## src/rtl/ingress_read_scheduler.sv

```systemverilog
// Round-robin frame-level arbiter for the shared cascaded URAM read port.
// It grants one whole frame at a time. A pointer reset aborts the grant, and a watchdog releases a grant whose reader has hung.
module ingress_read_scheduler #(
  parameter int NUM_PORTS      = 24,
  parameter int PTR_BITS       = 13,
  parameter int TIMEOUT_CYCLES = 4096
) (
  input  logic                              clk,
  input  logic                              areset,
  input  logic [NUM_PORTS*PTR_BITS-1:0]     wr_ptr_committed,
  input  logic [NUM_PORTS*PTR_BITS-1:0]     rd_ptr,
  input  logic [NUM_PORTS-1:0]              rd_ptr_reset,
  output logic                              grant_valid,
  output logic [$clog2(NUM_PORTS)-1:0]      grant_port,
  input  logic                              grant_ready,
  input  logic                              frame_done,
  output logic                              grant_abort,
  output logic                              timeout,
  output logic                              busy
);

  localparam int PORT_W = $clog2(NUM_PORTS);
  localparam int WD_W   = $clog2(TIMEOUT_CYCLES) + 1;

  typedef enum logic [1:0] {IDLE = 2'd0, OFFER = 2'd1, BUSY = 2'd2} state_t;

  state_t              state, state_nxt;
  logic [NUM_PORTS-1:0] eligible_ff;
  logic [PORT_W-1:0]   rr_ptr, rr_nxt;
  logic [PORT_W-1:0]   gport_q, gport_nxt;
  logic [WD_W-1:0]     watchdog, wd_nxt;
  logic                abort_q, abort_nxt;
  logic                timeout_q, timeout_nxt;
  logic                found;
  logic [PORT_W-1:0]   winner;
  logic                abort_req;

  function automatic logic [PORT_W-1:0] next_port(input logic [PORT_W-1:0] p);
    return (int'(p) == NUM_PORTS - 1) ? '0 : p + 1'b1;
  endfunction

  function automatic logic [WD_W-1:0] sat_inc(input logic [WD_W-1:0] v);
    return (v == '1) ? v : v + 1'b1;
  endfunction

  // Stage p0: registered per-port non-empty flags; the wrap bit is part of the compare
  always_ff @(posedge clk or posedge areset) begin
    if (areset) begin
      eligible_ff <= '0;
    end else begin
      for (int g = 0; g < NUM_PORTS; g++) begin
        eligible_ff[g] <= (wr_ptr_committed[g*PTR_BITS +: PTR_BITS] !=
                           rd_ptr[g*PTR_BITS +: PTR_BITS]) && !rd_ptr_reset[g];
      end
    end
  end

  // Rotating first-set search starting at rr_ptr
  always_comb begin
    found  = 1'b0;
    winner = '0;
    for (int i = 0; i < NUM_PORTS; i++) begin
      int j;
      j = int'(rr_ptr) + i;
      if (j >= NUM_PORTS) j = j - NUM_PORTS;
      if (!found && eligible_ff[j]) begin
        found  = 1'b1;
        winner = PORT_W'(j);
      end
    end
  end

  // Stage p1: grant FSM state register
  always_ff @(posedge clk or posedge areset) begin
    if (areset) begin
      state     <= IDLE;
      rr_ptr    <= '0;
      gport_q   <= '0;
      watchdog  <= '0;
      abort_q   <= 1'b0;
      timeout_q <= 1'b0;
    end else begin
      state     <= state_nxt;
      rr_ptr    <= rr_nxt;
      gport_q   <= gport_nxt;
      watchdog  <= wd_nxt;
      abort_q   <= abort_nxt;
      timeout_q <= timeout_nxt;
    end
  end

  assign abort_req = rd_ptr_reset[gport_q];

  // Abort outranks acceptance and completion; completion outranks the watchdog
  always_comb begin
    state_nxt   = state;
    rr_nxt      = rr_ptr;
    gport_nxt   = gport_q;
    wd_nxt      = watchdog;
    abort_nxt   = 1'b0;
    timeout_nxt = 1'b0;
    case (state)
      IDLE: begin
        if (found) begin
          gport_nxt = winner;
          state_nxt = OFFER;
        end
      end
      OFFER: begin
        if (abort_req) begin
          abort_nxt = 1'b1;
          rr_nxt    = next_port(gport_q);
          state_nxt = IDLE;
        end else if (grant_ready) begin
          wd_nxt    = '0;
          state_nxt = BUSY;
        end
      end
      BUSY: begin
        if (abort_req) begin
          abort_nxt = 1'b1;
          rr_nxt    = next_port(gport_q);
          state_nxt = IDLE;
        end else if (frame_done) begin
          rr_nxt    = next_port(gport_q);
          state_nxt = IDLE;
        end else if (watchdog == WD_W'(TIMEOUT_CYCLES - 1)) begin
          timeout_nxt = 1'b1;
          rr_nxt      = next_port(gport_q);
          state_nxt   = IDLE;
        end else begin
          wd_nxt = sat_inc(watchdog);
        end
      end
      default: state_nxt = IDLE;
    endcase
  end

  always_comb begin
    grant_valid = (state == OFFER);
    busy        = (state != IDLE);
    grant_port  = gport_q;
    grant_abort = abort_q;
    timeout     = timeout_q;
  end

endmodule

```

## config.mk

```make
export PLATFORM = sky130hd
export DESIGN_NAME = ingress_read_scheduler
export DESIGN_NICKNAME = d
export VERILOG_FILES = /design/src/rtl/ingress_read_scheduler.sv
export SDC_FILE = /design/constraint.sdc
export NUM_CORES = 1
export LEC_CHECK = 0
export CORE_AREA = 10 10 251 253
export DETAILED_ROUTE_END_ITERATION = 6
export DIE_AREA = 0 0 261 263
export GPL_ROUTABILITY_DRIVEN = 0
export SETUP_SLACK_MARGIN = 0.05
export SLEW_MARGIN = 20
export SYNTH_ARGS = -nofsm -noshare
export SYNTH_HDL_FRONTEND = slang
export SYNTH_SLANG_ARGS = --single-unit
```

## constraint.sdc

```tcl
create_clock -name clk -period 5.3 [get_ports clk]
set_input_delay 0.795 -clock clk [delete_from_list [all_inputs] [get_ports clk]]
set_output_delay 0.795 -clock clk [all_outputs]
set_load 0.02 [all_outputs]
```

# Yosys cells after proc, flatten, opt, wreduce, memory -nomap -nowiden
# Cells that the tools add are included.
[word_totals]
output_inout_bits = 9
register_bits = 51
elab_cells = 418
[classes]
addsub = 49
reduce_logical = 102
n_eq_ne = 39
magnitude_cmp = 49
mux = 172
[ops]
columns = ["operator", "count"]
rows = [
  ["$lt A32 B7 Y1 const B", 24],
  ["$mux W32", 24],
  ["$ne A13 B13 Y1", 24],
  ["$sub A6 B5 Y7 const B", 23],
  ["$mux W5", 29],
  ["$ge A6 B5 Y1 const B", 23],
  ["$bmux W1 S5", 25],
  ["$mux W1", 79],
  ["$mux W13", 6],
  ["$add A5 B4 Y6 const B", 8],
  ["$add A5 B5 Y6 const B", 8],
  ["$logic_and A1 B1 Y1", 47],
  ["$logic_not A1 Y1", 47],
  ["$pmux W13 S2", 1],
  ["$add A5 B3 Y6 const B", 4],
  ["$add A13 B1 Y13 const B", 1],
  ["$eq A13 B12 Y1 const B", 1],
  ["$eq A13 B13 Y1 const B", 1],
  ["$add A5 B2 Y6 const B", 2],
  ["$mux W2", 6],
  ["$ne A2 B2 Y1 const B", 6],
  ["$pmux W5 S2", 1],
  ["$reduce_and A7 Y1", 1],
  ["$add A5 B1 Y6 const B", 1],
  ["16 further kinds", 19],
]

# Depth between registers and ports, before layout
[depth]
ltp_word = 77
mapped_depth = 24
depth_no_buf = 18

# Least setup slack after synthesis
# Ideal clock, no wire load.
[synth_path]
kind = "reg-to-reg"
from = "register rr_ptr[0]"
to = "register gport_q[0], in the netlist grant_port[0]"
setup_slack_ns = 0.251
arrival_time_ns = 4.975
setup_ns = 0.074
path_buffers = 7
period_less_slack_ns = 5.049
path_stages_with_launch = 21
cell_sequence = "dfrtp_1 -> buf_2 -> buf_4 -> buf_4 -> buf_2 -> inv_1 -> ha_1 -> buf_1 -> clkbuf_1 -> mux4_2 -> mux2i_1 -> and3b_1 -> o21ai_1 -> nand4_2 -> or4_1 -> buf_2 -> or3_4 -> o21ai_2 -> nor4_1 -> a32o_1 -> o21ai_2"
[synth_between]
elab_chain_len = 76
word_cells_on_any_way = 262
classes_between = "add/sub: 47; order compare: 24; mux: 144; reduce/logical: 47"
[synth_lines]
columns = ["element", "line", "text"]
rows = [
  ["from (decl)", "29", "logic [PORT_W-1:0] rr_ptr, rr_nxt;"],
  ["from (signal assigned)", "84", "rr_ptr <= rr_nxt;"],
  ["branches (longest 76 deep; another with $sub A6 B5 Y7)", "n/a", ""],
  ["to (signal assigned)", "85", "gport_q <= gport_nxt;"],
  ["to (decl)", "30", "logic [PORT_W-1:0] gport_q, gport_nxt;"],
]
# Parallel ways; which one is timed is not known. The select of a mux whose other input is x is not followed.
# A chain may end at the register's enable or synchronous reset.

# Worst setup path in the final report
[layout_path]
from = "register rr_ptr[1]"
to = "register gport_q[3], in the netlist grant_port[3]"
# Same word-level chain as after synthesis.

==> results_dict.tcl <==
set metrics [dict create \
    hold_buffers 0 \
    synth_cell_types 93 \
    via_per_inst 5.242 \
    placementRows 89 \
    critPathRequiredTime_ns 5.54 \
    wire_per_inst_um 34.32 \
    synth_edf_count 0 \
    yosysWarnings 0 \
    synth_top_area_share_pct 14.29 \
    clock_path_buffers 2 \
    timing.final.crit_share_pct 94.24 \
    cts_made_buffers 5 \
    powerDensity_nw_per_um2 608.8 \
    remaining_drc_errors 0 \
    grtUsageTotal_pct 27.04 \
    grt_overflow_total 0 \
    pre_cts_ws_ns 0.1147 \
    peakVddDrop_uv 456.7 \
    grt_max_degree 52 \
    skew_ns 0.008346 \
    cts_sinks 51 \
    clkLatencyLatePin_ns 0.32 \
    ys_ff_latch 51 \
    slew_headroom_pct 31.60 \
    worst_slew_pin_slew_ns 1.026 \
    hold_path_class "reg -> reg" \
    status "finished, final reports clean" \
    avgSynthCellArea_um2 8.291 \
    h-tree-depth 2 \
    finalMaxSlewViolations 0 \
    drv_cap 0 \
    timing.fmax_mhz 200.2 \
    die_h_um 263 \
    worst_slack_ns 0.3052 \
    setup_tns_ns 0 \
    grt_pass1_wl_um 127600 \
    ios 661 \
    first_pass_iters 6 \
    finalHoldViolations 0 \
    period_minus_slack_ns 4.995 \
    critPathLaunchType "flop" \
    initial_core_util_pct 19.15 \
    worst-endpoint-arrival_ns 5.24 \
    synthCells 1345 \
    route.vias.total 14870 \
    synth_ff_type "dfrtp_1" \
    seq_area_frac_synth_pct 11.44 \
    clk_pin_slew_ns 0.08 \
    leakagePower_nw 7.277 \
    fin_nets 2743 \
    yosysTopAreaCell "xor2_1" \
    grt_pass1_vias 14560 \
    final_layout_size_suffix_gt1_share_pct 9.046 \
    crit_type "reg -> reg" \
    worstSetupEndpointType "flop" \
    drt_wl_total_um 97350 \
    core_area_um2 58240 \
    cts_tree "done" \
    die_area_um2 68640 \
    synthToLayoutAreaGrowth_pct 73.59 \
    synthesis.area_um2 11150 \
    io_buffers 660 \
    die-width_um 261 \
    setup_viol 0 \
    async_flop_share_pct 100.0 \
    drt_iter0_drc 1950 \
    syn-num-nets 2044 \
    rsz0062_at_grt "false" \
    antenna_found_initial 36 \
    place_hpwl_um 88450 \
    root_buffer "clkbuf_16" \
    antenna_left 0 \
    critical_path.max_fanout 28 \
    synthTopCellsByArea "xor2_1, xnor2_1, dfrtp_1, mux4_2, ha_1" \
    fillerInstances 6026 \
]
==> cells in the mapped netlist, types with 14 or more instances <==
library cell and instances:
a211oi_1 21, a21oi_1 60, a41oi_1 26, buf_2 14, clkbuf_1 23, dfrtp_1 51
ha_1 47, inv_1 47, mux2i_1 44, mux4_2 35, nand2_1 81, nand2b_1 16
nand3_1 20, nand4_1 39, nor2_1 53, nor3_1 25, nor4_1 53, o21ai_0 58
xnor2_1 165, xor2_1 182
==> critical path, stage by stage, from the launching register on <==
cell,delay (ns)
dfrtp_1,0.42
buf_8,0.29
buf_4,0.31
mux4_2,0.55
mux2i_1,0.51
nor3_1,0.21
a221oi_4,0.41
o2111a_2,0.34
nand4_2,0.25
or4_1,0.64
nor3_1,0.24
a2111oi_0,0.13
a221oi_1,0.31
nand2_1,0.13
a21oi_1,0.15
==> metrics by stage <==
stage / cells / hold WS [ns] / total power, mW / utilization (%) / instance area, um^2
3_3_place_gp: 2807 / 0.4634 / 10.77 / 32.75 / 19080
3_5_place_dp: 2807 / 0.4615 / 10.84 / 32.75 / 19080
5_1_grt: 2824 / 0.4858 / 12.39 / 33.19 / 19330
4_1_cts: 2815 / 0.4711 / 11.25 / 33.02 / 19230
6_report: 2836 / 0.4632 / 11.78 / 33.24 / 19360
2_1_floorplan: 1345 / 0.4244 / 6.957 / - / 11150
==> cell type report <==
type	count	area, um^2	area share [%]
sequential	51	1277	6.599
clock buffer	6	138.9	0.7174
multi-input combinational	1196	9504	49.10
clock inverter	2	16.27	0.08402
tap	773	967.2	4.996
timing repair buffer	741	7222	37.31
antenna	18	45.04	0.2327
inverter	49	187.7	0.9695
==> cell families after synthesis <==
family          after synthesis  share of synthesized area [%]
simple gates                386                          19.06
xor+xnor                    349                          27.54
compound gates              320                          20.33
buf+inv                      98                          3.758
mux                          94                          12.59
flops                        51                          11.44
fa+ha+maj                    47                          5.273
==> power by group <==
group | total [mW] | switching, mW | internal, mW
logic | 10.8 | 6.45 | 4.38
clock network | 0.361 | 0.171 | 0.190
registers | 0.594 | 0.141 | 0.453
==> cell usage in the layout (no fill, tap or decap), types with 9 or more instances in the layout <==
master,n
inv_1,46
nand2_1,81
nand3_1,20
a21boi_0,10
diode_2,18
o21a_1,9
mux4_2,35
xnor2_1,163
or3_1,10
and2_1,9
clkdlybuf4s50_1,660
xor2_1,182
nand2b_1,16
dfrtp_1,50
nor2b_1,12
nor4_1,52
o21ai_0,58
a41oi_1,26
a21o_1,13
mux2_2,13
a211o_1,10
nand4_1,39
o22ai_1,10
a211oi_1,21
nor3_1,25
o211ai_1,10
and3_1,13
ha_1,45
mux2i_1,44
nor2_1,53
a21oi_1,60
buf_4,80
==> registers in the layout, summed over array words and instances, names as in the netlist <==
name / count
timeout: 1
watchdog: 13
eligible_ff: 24
grant_abort: 1
rr_ptr: 5
grant_port: 5
state: 2
==> worst paths after layout <==
kind,from,end,slack (ns),cells past startpoint
worst max-delay path,rr_ptr[1],grant_port[3],0.31,14
worst min-delay path,watchdog[12],timeout,0.46,1
worst max register to register,rr_ptr[1],grant_port[3],0.31,14
worst min register to register,watchdog[12],timeout,0.46,1
max in group asynchronous,areset,rr_ptr[3],3.74,3
min in group asynchronous,areset,eligible_ff[15],1.03,3
==> routing by layer <==
metal	vias up	routed length [um]	global-route usage [%]
met2	1123	38310	37.26
met5	-	169	0
met1	7093	41440	35.41
li1	6455	-	-
met3	171	14770	15.27
met4	24	2660	6.624
==> what timing repair did <==
| item | in CTS | in global routing |
|---|---|---|
| resized for setup | 0 | 16 |
| buffers inserted | 0 | 3 |
| setup endpoints to repair | 0 | 7 |
No activity file was read; power rests on OpenSTA's default activity.
